File: src/rtl/serial_adder_seq.sv
// serial_adder_seq: bit-serial WIDTH-bit adder. It uses one full-adder cell and a
// registered carry, and processes one bit per clock, LSB first.
//
// Optional feature: define SERIAL_ADDER_SUB_EN to add a `sub` input.
//   sub=1 computes a-b as a + ~b + 1, and cin is ignored.
//   In that mode cout=1 means no borrow.
//
// Handshake: start is sampled only in IDLE, and an accepted start captures a/b/cin
// (and sub). While the sum is being formed, busy stays high for exactly WIDTH
// cycles. done then pulses high for one cycle. sum/cout are valid from that
// cycle and hold until the next completion. A start seen in RUN or DONE is
// dropped, not queued. state_dbg mirrors the FSM state (0=IDLE, 1=RUN, 2=DONE).
module serial_adder_seq #(
  parameter int WIDTH = 8
) (
  input  logic             clk,
  input  logic             rst_n,
  input  logic             start,
  input  logic [WIDTH-1:0] a,
  input  logic [WIDTH-1:0] b,
  input  logic             cin,
`ifdef SERIAL_ADDER_SUB_EN
  input  logic             sub,
`endif
  output logic             busy,
  output logic             done,
  output logic [WIDTH-1:0] sum,
  output logic             cout,
  output logic [1:0]       state_dbg
);

  localparam int CW = (WIDTH > 1) ? $clog2(WIDTH) : 1;
  localparam logic [CW-1:0] LAST_CNT = CW'(WIDTH - 1);

  typedef enum logic [1:0] {
    S_IDLE = 2'd0,
    S_RUN  = 2'd1,
    S_DONE = 2'd2
  } state_t;

  state_t           state;
  state_t           state_nxt;
  logic [WIDTH-1:0] a_sr;
  logic [WIDTH-1:0] b_sr;
  logic [WIDTH-1:0] sum_sr;
  logic             carry;
  logic [CW-1:0]    cnt;

  logic             accept;
  logic             last_bit;
  logic             fa_bit;
  logic             fa_carry;
  logic [WIDTH-1:0] sum_shift;
  logic [WIDTH-1:0] b_load;
  logic             carry_load;

  assign accept   = (state == S_IDLE) && start;
  assign last_bit = (state == S_RUN) && (cnt == LAST_CNT);

  // The single full-adder cell works on the current LSBs and the stored carry.
  assign fa_bit    = a_sr[0] ^ b_sr[0] ^ carry;
  assign fa_carry  = (a_sr[0] & b_sr[0]) | (a_sr[0] & carry) | (b_sr[0] & carry);
  assign sum_shift = {fa_bit, sum_sr[WIDTH-1:1]};

`ifdef SERIAL_ADDER_SUB_EN
  // Two's-complement subtract: invert b and force the carry-in to 1.
  assign b_load     = sub ? ~b : b;
  assign carry_load = sub ? 1'b1 : cin;
`else
  assign b_load     = b;
  assign carry_load = cin;
`endif

  // State register.
  always_ff @(posedge clk or negedge rst_n) begin
    if (!rst_n) state <= S_IDLE;
    else        state <= state_nxt;
  end

  // Next-state logic.
  always_comb begin
    state_nxt = state;
    case (state)
      S_IDLE:  if (start) state_nxt = S_RUN;
      S_RUN:   if (cnt == LAST_CNT) state_nxt = S_DONE;
      S_DONE:  state_nxt = S_IDLE;
      default: state_nxt = S_IDLE;
    endcase
  end

  // Datapath: operands are captured on accept and shifted right one bit per RUN cycle.
  always_ff @(posedge clk or negedge rst_n) begin
    if (!rst_n) begin
      a_sr   <= '0;
      b_sr   <= '0;
      sum_sr <= '0;
      carry  <= 1'b0;
      cnt    <= '0;
    end else if (accept) begin
      a_sr   <= a;
      b_sr   <= b_load;
      sum_sr <= '0;
      carry  <= carry_load;
      cnt    <= '0;
    end else if (state == S_RUN) begin
      a_sr   <= {1'b0, a_sr[WIDTH-1:1]};
      b_sr   <= {1'b0, b_sr[WIDTH-1:1]};
      sum_sr <= sum_shift;
      carry  <= fa_carry;
      cnt    <= cnt + CW'(1);
    end
  end

  // Result registers: these update only on the completion edge, so they hold through a RUN.
  always_ff @(posedge clk or negedge rst_n) begin
    if (!rst_n) begin
      sum  <= '0;
      cout <= 1'b0;
    end else if (last_bit) begin
      sum  <= sum_shift;
      cout <= fa_carry;
    end
  end

  assign busy      = (state == S_RUN);
  assign done      = (state == S_DONE);
  assign state_dbg = state;

endmodule

File: config.mk
export PLATFORM = sky130hd
export DESIGN_NAME = serial_adder_seq
export DESIGN_NICKNAME = d
export VERILOG_FILES = /design/src/rtl/serial_adder_seq.sv
export SDC_FILE = /design/constraint.sdc
export NUM_CORES = 1
export LEC_CHECK = 0
export ABC_AREA = 1
export CORE_ASPECT_RATIO = 1.4
export CORE_MARGIN = 3
export CORE_UTILIZATION = 45
export CTS_CLUSTER_SIZE = 12
export DETAILED_ROUTE_END_ITERATION = 7
export PLACE_DENSITY_LB_ADDON = 0.1
export SYNTH_ARGS = -nofsm -noshare
export SYNTH_HDL_FRONTEND = slang
export SYNTH_SLANG_ARGS = --single-unit
File: constraint.sdc
create_clock -name clk -period 1.2 [get_ports clk]
set_input_delay 0.24 -clock clk [delete_from_list [all_inputs] [get_ports clk]]
set_output_delay 0.24 -clock clk [all_outputs]
set_load 0.1 [all_outputs]
Yosys cells after proc, flatten, opt, wreduce, memory -nomap -nowiden
Cells that the tools add are included.
{"block": "totals", "in_bits": 20, "reg_bits": 39}
{"block": "op_classes", "reduce_logical": 5, "mux": 13, "n_eq_ne": 5, "bitwise_logic": 7, "add_sub_neg": 1}
{"op": "8-bit two-way mux", "n": 6}
{"op": "3-bit two-way mux", "n": 2}
{"op": "2-bit two-way mux", "n": 2}
{"op": "2-bit one-hot mux with 2 select lines", "n": 1}
{"op": "3-bit by 1-bit adder with 3-bit output (second input constant)", "n": 1}
{"op": "1-bit bitwise AND", "n": 3}
{"op": "3-bit equality test (second input constant)", "n": 1}
{"op": "2-bit by 1-bit equality test with 1-bit output (second input constant)", "n": 1}
{"op": "2-bit equality test (second input constant)", "n": 1}
{"op": "1-bit logical AND", "n": 2}
{"op": "2-bit zero test", "n": 1}
{"op": "1-bit two-way mux", "n": 2}
{"op": "2-bit by 1-bit inequality test with 1-bit output (second input constant)", "n": 1}
{"op": "2-bit inequality test (second input constant)", "n": 1}
{"op": "1-bit bitwise OR", "n": 2}
{"op": "2-bit AND reduction", "n": 1}
{"op": "2-bit nonzero test", "n": 1}
{"op": "1-bit bitwise XOR", "n": 2}

Depth between registers and ports, before layout
{"block": "depth", "word_depth": 5, "mapped_depth": 6}

Worst setup path after synthesis
No wires, ideal clock.
{"block": "synth_timing", "kind": "reg-to-output", "startpoint": "reg state[1] (netlist: state_dbg[1])", "endpoint": "out done", "arrival_time_ns": 2.434, "path_stages_with_launch": 3, "required_ns": 0.960, "path_buffers": 0, "path_slack_ns": -1.474, "cell_sequence": "dfrtp_1 inv_1 nor2_1"}
{"block": "synth_via", "elab_chain_cells": 1}
{"item": "from (decl)", "line_no": "41", "text": "state_t state;"}
{"item": "from (signal assigned)", "line_no": "77", "text": "else state <= state_nxt;"}
{"item": "2-bit equality test", "line_no": "126", "text": "assign done = (state == S_DONE);"}
{"item": "to (decl)", "line_no": "26", "text": "output logic done,"}
Every way passes these cells.

Final worst setup path
{"block": "layout_timing", "startpoint": "reg state[1] (netlist: state_dbg[1])", "endpoint": "out busy"}
{"block": "layout_via", "elab_chain_cells": 1}
{"item": "2-bit by 1-bit equality test with 1-bit output", "line_no": "125", "text": "assign busy = (state == S_RUN);"}
{"item": "to (decl)", "line_no": "25", "text": "output logic busy,"}
Every way passes these cells.

==> metrics.txt <==
commonest cells in the netlist=nand2_1, nand3_1, dfrtp_1; Max VDD drop=2210 uV; Leakage Power=1.29 nW; Initial DRT Pass Iterations=4; most common cell in the synthesized netlist=nand2_1; Port Buf Inserts=32; CP cell instances=nor2_4, buf_12; Seq cells post-synth=38; PwrDens=2960 mW/mm^2; Syn Area/Cell=8.97 sq um; post-synth top area share=0.567; vias in the first global route=1458; Wirelength per Cell=15.3 microns; core area=0.00347 sq mm; reg2reg start=state_dbg[1]; largest net degree at the start of global routing=39; initial antenna violation count=0; H-Tree Depth=2; RSZ-0062 raised after global routing=yes; via count=1535; maximum clock frequency=723 MHz; Yosys Warn Count=0; Clk pin slew, worst setup/hold paths=0.07 ns; cells after synthesis=187; drt initial violations=51; Die H=78.2 microns; Post-synth EDFFs=0; CTS tree=done; CTS Sinks=38; clock latency on the worst-skew pair=0.28 ns; CP Class=reg2out; Synth Cell Area=0.00168 sq mm; GPL Wtd Cong=0.762; slowest stage delay, CP=0.53 ns; post-synthesis adder-cell area fraction=0.0269; cells on worst reg2reg path=6; clk_skew=0.00240 ns; share of cells above drive strength 1=0.300; top cell family by delay on the critical path=flip-flops; register area share after synthesis=0.567; post-route minimum period=1.38 ns; Setup-failing EPs final=41; Rows=25; fin area=0.00265 sq mm; Vias/cell=5.42; final WL=4320 microns; critical path arrival=1.14 ns; die width=57.6 microns; Synth Area in Compound Gates=0.00597; Die ar.=0.00450 sq mm; area leader, netlist=dfrtp_1; worst setup margin=-0.183 ns; R2R Setup Slk=-0.09 ns; Area contributors post-synth=dfrtp_1, nand3_1, nand2_1; Max-slew headroom=0.862; Worst setup SP type=flip-flop; R2R Path End=sum_sr[2]; Total Nets Final=265; Max Slew Vio Count=0; syn nets=210; largest family of logic cells by synthesized area=simple AND/OR/NAND/NOR gates; post-synth cell types=18; Synth Area in XOR/XNOR=0; fillers=228; first-pass GRT wire length=6670 microns; GRT Total Usage=0.189; Root Buffer=clkbuf_8; Final Cycle Share=1.15; dpl cell area=0.00227 sq mm; HPWL after detailed placement=2560 microns; initial core utilization=0.483; crit path buf inv count=1; GR Overflow Total=0; Max-cap violations=0; Crit Path Max Fanout=4; post-synthesis simple-gate area fraction=0.349; ys flop type=dfrtp_1; clock buffer depth=2; P&R area growth vs syn=57.8%; CP max stage cell=dfrtp_4; diode count=0; Critical Path End Type=primary output; WP data required=0.96 ns; worst hold path type=in2async; status=complete, but fails checks; Async SR Flop Fraction=1.00; Power Total=0.00782 W; Final Hold Fails=0; drt drc=0; worst slew pin tran=0.207 ns; Num CTS Buffers=5; I/O pin cnt=33; failing checks=negative setup slack; multiplexer area fraction after synthesis=0; Routed Antenna Nets=0
## repair_timing
item,in CTS,in global routing
cloned,3,3
gates resized for setup,24,7
pin swaps,7,2
endpoints found under the setup margin,17,41
endpoints found under the hold margin,38,0
buffers inserted,4,3
hold buffers,1,0
## kinds of logic (layout without fill, tap and decap cells)
kind of cell / after synthesis / count (layout)
AOI/OAI and AO/OA: 2 / 2
adders and majority gates: 3 / 3
buffers and inverters: 14 / 69
DFF: 38 / 38
and+or+nand+nor: 130 / 131
## worst reg2reg max path, cell delays in order (launching register included)
cell	delay [ns]
dfrtp_4	0.53
inv_4	0.10
buf_4	0.13
nand2_4	0.08
clkbuf_16	0.18
nand3_1	0.10
nand2_1	0.06
## state kept, by name, indices dropped and copies added, names as in the netlist
name and flops:
sum_sr 7, b_sr 8, state_dbg 2, a_sr 8
cnt 3, cout 1, carry 1, sum 8
## layout by cell type, fill, tap and decap left out, drive strengths merged
master	Yosys	final
clkdlybuf4s50	0	18
nand3	57	57
dlygate4sd3	0	1
inv	3	3
dfrtp	38	38
ha	2	2
nor2	5	6
buf	10	36
clkbuf	1	10
nand2	68	68
bufbuf	0	1
o21ai	2	2
fa	1	1
## power by group
group	internal (W)	leakage, nW	switching, W	total [W]
combinational	0.00188	0.749	0.00267	0.00456
sequential	0.00182	0.485	0.000450	0.00227
clock	0.000580	0.0575	0.000418	0.000998
## area by class of cell
cell class / instances / area (sq um) / area share
sequential: 38 / 958 / 0.362
timing repair buffer: 58 / 768 / 0.290
multi-input combinational: 136 / 741 / 0.280
clock buffer: 8 / 110 / 0.0416
tap: 40 / 50.0 / 0.0189
inverter: 3 / 18.8 / 0.00709
## worst max-delay path by stage
stage	cells after the start	endpoint	from	slack, ns
detailed placement	5	a_sr[5]	start	-0.09
CTS	2	busy	state_dbg[1]	-0.18
floorplan	2	done	state_dbg[1]	-0.24
finish	2	busy	state_dbg[1]	-0.18
global route	3	done	state_dbg[1]	-0.21
global placement	6	b_sr[7]	start	-0.06
## layer usage
metal | track usage | wire length, microns | vias to the layer above
met5 | 0 | 0 | -
li1 | - | - | 730
met1 | 0.229 | 1700 | 757
met4 | 0.0626 | 70 | 0
met3 | 0.0313 | 172 | 6
met2 | 0.335 | 2380 | 42
## metrics by stage
step	TNS, ns	util	hold slack (ns)	worst slack [ns]	std cells
after floorplan	-4.07	-	-0.0556	-0.236	187
after global placement	-1.03	0.653	0.218	-0.0632	262
after detailed placement	-2.40	0.653	0.222	-0.0944	262
after CTS	-2.35	0.734	0.460	-0.184	278
after global routing	-4.23	0.762	0.477	-0.208	283
final	-2.33	0.762	0.447	-0.183	283
Note: power is estimated with default switching activity, not from simulation.
